`src/rtl/game_state_ctrl_if.sv`:
```
// Handshake bundle between the game-flow controller and the rest of the game:
// player/board status levels in, flow state, pacing pulses and life count out.
interface game_state_ctrl_if;
  logic       start;
  logic       crash;
  logic       board_clear;
  logic       pause_sw;
  logic [2:0] state;
  logic       game_tick;
  logic       run_en;
  logic       respawn;
  logic [1:0] lives;
  logic       over;
  logic       win;

  modport master (
    output start, crash, board_clear, pause_sw,
    input  state, game_tick, run_en, respawn, lives, over, win
  );

  modport slave (
    input  start, crash, board_clear, pause_sw,
    output state, game_tick, run_en, respawn, lives, over, win
  );
endinterface

```
`src/rtl/game_state_ctrl.sv`:
```
// Game-flow FSM: READY countdown, play, pause, death pause, win/lose end states,
// plus the free-running game tick prescaler and the gated movement enable.
module game_state_ctrl #(
  parameter int TICK_DIV    = 2500000,
  parameter int READY_TICKS = 80,
  parameter int DEATH_TICKS = 40,
  parameter int LIVES       = 3
) (
  input  logic              clk,
  input  logic              rst,
  game_state_ctrl_if.slave  gs
);
  localparam int PW   = $clog2(TICK_DIV);
  localparam int TMAX = (READY_TICKS > DEATH_TICKS) ? READY_TICKS : DEATH_TICKS;
  localparam int TW   = $clog2(TMAX + 1);

  localparam logic [PW-1:0] PRESC_MAX  = PW'(TICK_DIV - 1);
  localparam logic [TW-1:0] T_READY    = TW'(READY_TICKS);
  localparam logic [TW-1:0] T_DEATH    = TW'(DEATH_TICKS);
  localparam logic [TW-1:0] T_ONE      = TW'(1);
  localparam logic [1:0]    LIVES_INIT = 2'(LIVES);

  typedef enum logic [2:0] {
    S_IDLE  = 3'd0,
    S_READY = 3'd1,
    S_PLAY  = 3'd2,
    S_PAUSE = 3'd3,
    S_DYING = 3'd4,
    S_OVER  = 3'd5,
    S_WIN   = 3'd6
  } state_t;

  state_t        state_reg;
  logic [PW-1:0] presc_reg;
  logic [TW-1:0] timer_reg;
  logic [1:0]    lives_reg;
  logic          over_reg;
  logic          win_reg;
  logic          tick_reg;
  logic          run_en_reg;
  logic          respawn_reg;
  logic          play_next;
  logic          tick_next;

  assign tick_next = (presc_reg == PRESC_MAX);

  // run_en must line up with the tick it gates, so it looks at where the FSM is heading.
  assign play_next = (state_reg == S_PLAY  && !gs.board_clear && !gs.crash && !gs.pause_sw)
                  || (state_reg == S_READY && tick_reg && timer_reg == T_ONE)
                  || (state_reg == S_PAUSE && !gs.pause_sw);

  always_ff @(posedge clk) begin
    if (rst) begin
      state_reg   <= S_IDLE;
      presc_reg   <= '0;
      timer_reg   <= '0;
      lives_reg   <= LIVES_INIT;
      over_reg    <= 1'b0;
      win_reg     <= 1'b0;
      tick_reg    <= 1'b0;
      run_en_reg  <= 1'b0;
      respawn_reg <= 1'b0;
    end else begin
      presc_reg   <= tick_next ? '0 : presc_reg + PW'(1);
      tick_reg    <= tick_next;
      run_en_reg  <= tick_next && play_next;
      respawn_reg <= 1'b0;

      case (state_reg)
        S_IDLE, S_OVER, S_WIN: begin
          if (gs.start) begin
            state_reg   <= S_READY;
            lives_reg   <= LIVES_INIT;
            timer_reg   <= T_READY;
            over_reg    <= 1'b0;
            win_reg     <= 1'b0;
            respawn_reg <= 1'b1;
          end
        end
        S_READY: begin
          if (tick_reg) begin
            if (timer_reg == T_ONE) state_reg <= S_PLAY;
            timer_reg <= timer_reg - T_ONE;
          end
        end
        S_PLAY: begin
          if (gs.board_clear) begin
            state_reg <= S_WIN;
            win_reg   <= 1'b1;
            over_reg  <= 1'b1;
          end else if (gs.crash) begin
            state_reg <= S_DYING;
            lives_reg <= lives_reg - 2'd1;
            timer_reg <= T_DEATH;
          end else if (gs.pause_sw) begin
            state_reg <= S_PAUSE;
          end
        end
        S_PAUSE: begin
          if (!gs.pause_sw) state_reg <= S_PLAY;
        end
        S_DYING: begin
          if (tick_reg) begin
            if (timer_reg == T_ONE) begin
              if (lives_reg == 2'd0) begin
                state_reg <= S_OVER;
                over_reg  <= 1'b1;
              end else begin
                state_reg   <= S_READY;
                timer_reg   <= T_READY;
                respawn_reg <= 1'b1;
              end
            end else begin
              timer_reg <= timer_reg - T_ONE;
            end
          end
        end
        default: state_reg <= S_IDLE;
      endcase
    end
  end

  assign gs.state     = state_reg;
  assign gs.game_tick = tick_reg;
  assign gs.run_en    = run_en_reg;
  assign gs.respawn   = respawn_reg;
  assign gs.lives     = lives_reg;
  assign gs.over      = over_reg;
  assign gs.win       = win_reg;
endmodule
```
`src/flat_wrapper.sv`:
```
// flat-port wrapper written by rule: the top's interface ports become plain ports
module game_state_ctrl_flat 
#(
  parameter int TICK_DIV    = 2500000,
  parameter int READY_TICKS = 80,
  parameter int DEATH_TICKS = 40,
  parameter int LIVES       = 3
)
  (clk, rst, gs_start, gs_crash, gs_board_clear, gs_pause_sw, gs_state, gs_game_tick, gs_run_en, gs_respawn, gs_lives, gs_over, gs_win);
  game_state_ctrl_if gs_i ();
  input  logic clk;
  input  logic rst;
  input wire logic [$bits(gs_i.start)-1:0] gs_start;
  input wire logic [$bits(gs_i.crash)-1:0] gs_crash;
  input wire logic [$bits(gs_i.board_clear)-1:0] gs_board_clear;
  input wire logic [$bits(gs_i.pause_sw)-1:0] gs_pause_sw;
  output wire logic [$bits(gs_i.state)-1:0] gs_state;
  output wire logic [$bits(gs_i.game_tick)-1:0] gs_game_tick;
  output wire logic [$bits(gs_i.run_en)-1:0] gs_run_en;
  output wire logic [$bits(gs_i.respawn)-1:0] gs_respawn;
  output wire logic [$bits(gs_i.lives)-1:0] gs_lives;
  output wire logic [$bits(gs_i.over)-1:0] gs_over;
  output wire logic [$bits(gs_i.win)-1:0] gs_win;
  assign gs_i.start = gs_start;
  assign gs_i.crash = gs_crash;
  assign gs_i.board_clear = gs_board_clear;
  assign gs_i.pause_sw = gs_pause_sw;
  assign gs_state = gs_i.state;
  assign gs_game_tick = gs_i.game_tick;
  assign gs_run_en = gs_i.run_en;
  assign gs_respawn = gs_i.respawn;
  assign gs_lives = gs_i.lives;
  assign gs_over = gs_i.over;
  assign gs_win = gs_i.win;
  game_state_ctrl #(.TICK_DIV(TICK_DIV), .READY_TICKS(READY_TICKS), .DEATH_TICKS(DEATH_TICKS), .LIVES(LIVES)) u_core (.clk(clk), .rst(rst), .gs(gs_i));
endmodule
```
`config.mk`:
```
export PLATFORM = sky130hd
export DESIGN_NAME = game_state_ctrl_flat
export DESIGN_NICKNAME = d
export VERILOG_FILES = /design/src/rtl/game_state_ctrl_if.sv /design/src/rtl/game_state_ctrl.sv /design/src/flat_wrapper.sv
export SDC_FILE = /design/constraint.sdc
export NUM_CORES = 1
export LEC_CHECK = 0
export CAP_MARGIN = 5
export CORE_UTILIZATION = 60
export DETAILED_ROUTE_END_ITERATION = 10
export PLACE_DENSITY = 0.85
export SETUP_SLACK_MARGIN = 0.15
export SYNTH_ARGS = -nofsm -noshare
export SYNTH_HDL_FRONTEND = slang
export SYNTH_SLANG_ARGS = --single-unit
```
`constraint.sdc`:
```
create_clock -name clk -period 5.01 [get_ports clk]
set_input_delay 1.2525 -clock clk [delete_from_list [all_inputs] [get_ports clk]]
set_output_delay 1.2525 -clock clk [all_outputs]
set_load 0.01 [all_outputs]
```
After elaboration in Yosys (flattened, before gate mapping)
Index checks and enable logic that the tools add are counted.
{"block": "op_classes", "add_sub_neg": 3, "n_eq_ne": 20, "muxes": 35, "reduce_logical": 24}
{"op": "2-to-1 mux 7 bit", "count": 7}
{"op": "2-to-1 mux 3 bit", "count": 10}
{"op": "case mux 7 bit (4 select lines)", "count": 1}
{"op": "adder 22 x 1 -> 22 bit (second input constant)", "count": 1}
{"op": "== test 22 bit (second input constant)", "count": 1}
{"op": "case mux 3 bit (5 select lines)", "count": 1}
{"op": "AND reduction 7 bit", "count": 2}
{"op": "!= test 2 bit (second input constant)", "count": 6}
{"op": "== test 3 bit (second input constant)", "count": 3}
{"op": "2-to-1 mux 1 bit", "count": 9}
{"op": "!= test 2 x 1 -> 1 bit (second input constant)", "count": 4}
{"op": "== test 7 x 1 -> 1 bit (second input constant)", "count": 1}
{"op": "logical AND 1 bit", "count": 7}
{"op": "subtractor 7 x 1 -> 7 bit (second input constant)", "count": 1}
{"op": "== test 3 x 2 -> 1 bit (second input constant)", "count": 2}
{"op": "2-to-1 mux 2 bit", "count": 3}
{"op": "AND reduction 6 bit", "count": 1}
{"op": "!= test 4 bit (second input constant)", "count": 1}
{"op": "case mux 1 bit (2 select lines)", "count": 2}
{"op": "case mux 2 bit (2 select lines)", "count": 1}
{"op": "AND reduction 4 bit", "count": 1}
{"op": "nonzero test 4 bit", "count": 1}
{"op": "== test 3 x 1 -> 1 bit (second input constant)", "count": 1}
{"op": "zero test 1 bit", "count": 3}
{"op": "11 further kinds", "count": 12}
{"block": "word_totals", "register_bits": 39, "input_bits": 6, "out_inout_bits": 10, "elab_cells": 91}

Depth between registers and ports, before layout
Gate-level depths: netlist (run 1).
{"block": "logic_depth", "depth_word": 7, "mapped_depth": 7}

Least setup slack after synthesis (run 1)
No wires, ideal clock.
{"block": "synth_path", "path_type": "input port to flip-flop", "from": "input gs_crash", "to": "register u_core.timer_reg[1]", "setup_ns": 0.071, "arrival_time_ns": 2.299, "path_slack_ns": 2.640, "path_stages": 5, "path_buffers": 0, "cell_sequence": "nor2b_1 > a2bb2oi_1 > nand2_1 > or4_1 > a21oi_1"}
{"block": "synth_via", "elab_chain_cells": 2}
{"item": "from (decl)", "line": "flat_wrapper.sv:14", "text": "input wire logic [$bits(gs_i.crash)-1:0] gs_crash;"}
{"item": "!= test 2 bit (no line)"}
{"item": "AND reduction 7 bit (no line)"}
{"item": "to (signal assigned)", "line": "game_state_ctrl.sv:83", "text": "timer_reg <= timer_reg - T_ONE;"}
{"item": "to (signal assigned)", "line": "game_state_ctrl.sv:114", "text": "timer_reg <= timer_reg - T_ONE;"}
{"item": "to (decl)", "line": "game_state_ctrl.sv:35", "text": "logic [TW-1:0] timer_reg;"}
Every way passes these cells.
A chain may end at the register's enable or synchronous reset.

Worst setup path in the final report (run 1)
{"block": "layout_path", "from": "register u_core.state_reg[0] (netlist: u_core.gs.state[0])", "to": "output gs_state[0]"}
{"item": "from (decl)", "line": "game_state_ctrl.sv:33", "text": "state_t state_reg;"}
{"item": "from (signal assigned)", "line": "game_state_ctrl.sv:54", "text": "state_reg <= S_IDLE;"}
{"item": "from (signal assigned)", "line": "game_state_ctrl.sv:72", "text": "state_reg <= S_READY;"}
{"item": "from (signal assigned)", "line": "game_state_ctrl.sv:82", "text": "if (timer_reg == T_ONE) state_reg <= S_PLAY;"}
{"item": "to (decl)", "line": "flat_wrapper.sv:17", "text": "output wire logic [$bits(gs_i.state)-1:0] gs_state;"}
No word-level cell between the ends.

==> flow_summary.toml, run 1 <==
[run_status]
status = "complete, no violations"

[cells_and_area]
drive_gt1_share_pct = 6.23
area_growth_pct = 12.0
final_nets = 266
fin_cells = 301
utilization_pct = 72.9
fill_cells = 262
finalInstanceArea_sq_um = 2300
antenna_cells = 0
seq_area_sq_um = 781
multi_input_area_sq_um = 1190
largest_reg_flops = 22

[clocking]
cts-root-buf = "clkbuf_4"
cts_inserted_buffers = 5
numClockSinks = 39
path_clk_slew_ps = 110
post_cts_resized = 0
cts_buffer_depth = 2
cts_tree = "yes"
insertion_delay_ps = 360
post_cts_buffers = 0
cts_hold_buf = 0
htreeDepth = 2

[pwr]
p_per_area_nw_per_um2 = 456
ir_worst_vdd_mv = 0.320
power_leakage_nw = 0.819
finalPower_mw = 1.05

[yosys]
synthesis.area_sq_um = 2050
synth_nets = 252
ys_ff_latch = 39
synth_edf_count = 0
synth_ff_type = "dfxtp_1"
synth_cell_types = 51
synthArstFlopShare_pct = 0
synth_cells = 242
yosysWarnings = 0
synth_seq_area_share_pct = 38.0
syn_avg_cell_area_sq_um = 8.48

[sta]
setup_viol = 0
min_period_ps = 3020
finClkSkew_ps = 6.08
drv_slew = 0
rsz0062_at_grt = "false"
setup_ws_ps = 1990
setup_tns_ps = 0
finalHoldViolCount = 0
fin_crit_sh_pct = 60.2
whs_ps = 481
fmax_mhz = 332
relSlewSlack_pct = 52.6
tightest_slew_ps = 706

[critical_path]
max_stage_delay_ps = 750
worst-path-buf-inv = 1
regToRegEndpoint = "u_core.gs.state[0]"
cp_cell_sequence = "clkdlybuf4s50_1"
crit_end = "gs_state[0]"
critPathTopFamily = "flip-flops"
crit_start = "u_core.gs.state[0]"
startpoint_type = "register"
crit_path_top_delay_cell = "dfxtp_1"
required_ps = 3760
end_kind = "output pin"
r2r_start = "u_core.gs.state[0]"
arrival_ps = 1760
r2r_slack_ps = 2720
crit_type = "reg -> out"
crit_cells = 1
worstPathMaxFanout = 20
r2r_cells = 5

[route]
vias = 1769
drc_errors = 0
drt_first_pass_iters = 4
dr.first_iter.drc_count = 89
wl_per_cell_um = 13.2
routed_wl_um = 3970
vias_per_cell = 5.88
ant_nets = 0

[die]
start_util_pct = 65.1
die-width_um = 60.5
core_sq_um = 3150
rows = 20
dieArea_sq_um = 3660
ioPinCount = 16
dieHeight_um = 60.5

[global_routing]
grtUsageMet1_pct = 33.6
grt_start_max_net_pins = 23
grt_pass1_vias = 1499
antenna_found_initial = 0
grt_busiest_layer = "met2"
grt.total_usage_pct = 24.4
use_met2_pct = 35.2
grt_pass1_wl_um = 6580
overflow = 0
grt_use_met3_pct = 6.61

[flow_run]
drv_cap = 0

[placed_design]
place.detailed.hpwl_um = 2820
gp_congestion = 0.880
dpl_worst_slack_ps = 1940
portBuffers = 15
placed_area_sq_um = 2210
place_inst = 293

[min_path]
hold_path_depth = 1
holdCritPathClass = "reg -> reg"
## logic make-up after synthesis
| group | share of synthesized area [%] |
|---|---|
| compound gates | 15.8 |
| flops | 38.0 |
| fa+ha+maj | 2.44 |
| mux | 0.976 |
| simple gates | 29.5 |
| buf+inv | 3.90 |
| xor+xnor | 9.39 |
## per-layer routing
layer	vias to the layer above	routed length, um
met5	-	0
met4	0	72
met3	10	224
met2	46	1710
met1	819	1970
li1	894	-
## where the power goes
| group | switching (mW) | internal (mW) | total (mW) |
|---|---|---|---|
| logic | 0.219 | 0.189 | 0.408 |
| clock network | 0.107 | 0.118 | 0.225 |
| registers | 0.0655 | 0.349 | 0.415 |
## cell usage after synthesis (all sizes together), types with 5 or more instances
master,number,share of area [%]
dfxtp,39,38
nor2,37,6.8
nand3,15,3.7
xor2,14,6.0
nand2,13,2.4
a21oi,12,2.9
inv,9,1.6
nand4,9,2.7
xnor2,8,3.4
nor2b,7,2.1
nor3,7,1.7
o21ai,7,1.7
buf,6,1.9
and2,5,1.6
## how the worst min path moves through the flow
stage	startpoint	end	slack (ps)
2_1_floorplan	u_core.presc_reg[0]	u_core.presc_reg[0]	430
3_3_place_gp	u_core.presc_reg[0]	u_core.presc_reg[0]	450
3_5_place_dp	u_core.gs.over	u_core.gs.over	460
4_1_cts	u_core.gs.over	u_core.gs.over	490
5_1_grt	u_core.gs.over	u_core.gs.over	500
6_report	u_core.gs.over	u_core.gs.over	480
## layout by cell type (no fill, tap or decap), drive strengths merged, types with 2 or more instances in the layout
| cell | Yosys | layout |
|---|---|---|
| inv | 9 | 9 |
| a2bb2oi | 2 | 2 |
| mux2i | 2 | 2 |
| nor2b | 7 | 7 |
| or4 | 2 | 2 |
| clkbuf | 2 | 6 |
| nor4 | 4 | 4 |
| and4 | 3 | 3 |
| o21ai | 7 | 7 |
| xor2 | 14 | 14 |
| nand2 | 13 | 13 |
| o211ai | 3 | 3 |
| a311oi | 2 | 2 |
| o21a | 2 | 2 |
| nor3 | 7 | 7 |
| xnor2 | 8 | 8 |
| ha | 4 | 4 |
| nand4 | 9 | 9 |
| a31oi | 4 | 4 |
| nor2 | 37 | 37 |
| dfxtp | 39 | 39 |
| nand2b | 3 | 3 |
| clkdlybuf4s50 | 0 | 15 |
| o31ai | 3 | 3 |
| and3 | 2 | 2 |
| nand3 | 15 | 15 |
| and2 | 5 | 5 |
| a21oi | 12 | 12 |
## layout make-up
class                      instances  area share (%)
tap                               44            2.40
multi-input combinational        186            51.9
clock buffer                       6            2.23
clock inverter                     2            1.53
timing repair buffer              15            6.54
inverter                           9            1.47
sequential                        39            34.0
No activity file was read; power rests on OpenSTA's default activity.
==> run 2: changes to the inputs <==
--- a/config.mk
+++ b/config.mk
@@ -6,9 +6,9 @@
 export NUM_CORES = 1
 export LEC_CHECK = 0
 export CAP_MARGIN = 5
-export CORE_UTILIZATION = 60
+export CORE_UTILIZATION = 57
 export DETAILED_ROUTE_END_ITERATION = 10
-export PLACE_DENSITY = 0.85
+export PLACE_DENSITY = 0.81
 export SETUP_SLACK_MARGIN = 0.15
 export SYNTH_ARGS = -nofsm -noshare
 export SYNTH_HDL_FRONTEND = slang
==> constraint.sdc (replaced) <==
create_clock -name clk -period 2.8 [get_ports clk]
set_input_delay 0.7 -clock clk [delete_from_list [all_inputs] [get_ports clk]]
set_output_delay 0.7 -clock clk [all_outputs]
set_load 0.01 [all_outputs]
==> run 2 against run 1 <==
Total power rose by 82%. Highest routed layer unchanged. Die area rose by 5.1%. Combinational power rose by 91%. Largest power group is now combinational cells. Clock power rose by 74%.
==> flow_summary.toml, run 2 (synthesis results as in run 1) <==
[route]
drt_first_pass_iters = 4
wl_per_cell_um = 14.2
vias = 1772
vias_per_cell = 5.79
drc_errors = 0
routed_wl_um = 4340
dr.first_iter.drc_count = 111
ant_nets = 0

[placed_design]
placed_area_sq_um = 2240
place.detailed.hpwl_um = 3120
gp_congestion = 0.884
portBuffers = 15
dpl_worst_slack_ps = 248
place_inst = 298

[clocking]
cts_hold_buf = 0
path_clk_slew_ps = 110
cts_buffer_depth = 2
cts-root-buf = "clkbuf_4"
htreeDepth = 2
insertion_delay_ps = 350
post_cts_buffers = 0
numClockSinks = 39
cts_tree = "yes"
cts_inserted_buffers = 5
post_cts_resized = 0

[min_path]
holdCritPathClass = "reg -> reg"
hp-start = "u_core.presc_reg[0]"

[global_routing]
grt_pass1_vias = 1536
grt_pass1_wl_um = 6920
grt.total_usage_pct = 25.1
overflow = 0
antenna_found_initial = 0
grt_start_max_net_pins = 23

[sta]
finalHoldViolCount = 0
rsz0062_at_grt = "false"
setup_ws_ps = 484
min_period_ps = 2320
fin_crit_sh_pct = 82.7
whs_ps = 475
relSlewSlack_pct = 54.3
setup_viol = 0
tightest_slew_ps = 686
setup_tns_ps = 0
fmax_mhz = 432
drv_slew = 0
finClkSkew_ps = 12.4

[critical_path]
r2r_start = "u_core.timer_reg[1]"
critPathTopFamily = "flip-flops"
crit_start = "u_core.gs.state[0]"
worst-path-buf-inv = 1
required_ps = 2100
startpoint_type = "register"
cp_cell_sequence = "clkdlybuf4s50_1"
crit_path_top_delay_cell = "dfxtp_1"
max_stage_delay_ps = 640
arrival_ps = 1620
worstPathMaxFanout = 13
crit_type = "reg -> out"
end_kind = "output pin"

[pwr]
p_per_area_nw_per_um2 = 822
ir_worst_vdd_mv = 0.306
finalPower_mw = 1.91
power_leakage_nw = 0.834

[flow_run]
drv_cap = 0

[die]
dieArea_sq_um = 3840
ioPinCount = 16
rows = 21
die-width_um = 62
dieHeight_um = 62
start_util_pct = 60.5
core_sq_um = 3390

[run_status]
status = "complete, no violations"

[cells_and_area]
utilization_pct = 68.5
fin_cells = 306
drive_gt1_share_pct = 7.31
antenna_cells = 0
layout_common_cells = "39 x dfxtp_1, 37 x nor2_1, 15 x nand3_1, 15 x clkdlybuf4s50_1, 14 x xor2_1"
area_growth_pct = 13.2
largest_reg_flops = 22
finalInstanceArea_sq_um = 2320
final_common_cell = "dfxtp_1"
final_nets = 269
fill_cells = 284
run 2: per-layer routing:
| layer | routed length, um | up-vias | track usage, % |
|---|---|---|---|
| met5 | 0 | - | 0 |
| met4 | 80 | 0 | 10.5 |
| met3 | 164 | 8 | 6.21 |
| met2 | 2110 | 45 | 41.3 |
| met1 | 1980 | 825 | 31.2 |
| li1 | - | 894 | - |
run 2: final timing paths:
kind                               to  slack [ps]  cells after the start
setup / recovery          gs_state[0]         480                      1
hold / removal    u_core.presc_reg[0]         470                      1
setup reg to reg   u_core.gs.state[0]         600                      7
hold reg to reg   u_core.presc_reg[0]         470                      1
run 2: layout make-up:
| cell class | count | area [sq um] | area share, % |
|---|---|---|---|
| Clock inverter | 2 | 35.0 | 1.51 |
| Inverter | 9 | 33.8 | 1.45 |
| Sequential cell | 39 | 781 | 33.6 |
| Clock buffer | 6 | 51.3 | 2.21 |
| Timing Repair Buffer | 18 | 173 | 7.44 |
| Tap cell | 46 | 57.6 | 2.48 |
| Multi-Input combinational cell | 186 | 1190 | 51.3 |
run 2: where the power goes:
group          total (mW)  internal, mW  switching (mW)
Sequential          0.736         0.625           0.111
Clock               0.392         0.211           0.181
Combinational       0.781         0.354           0.427
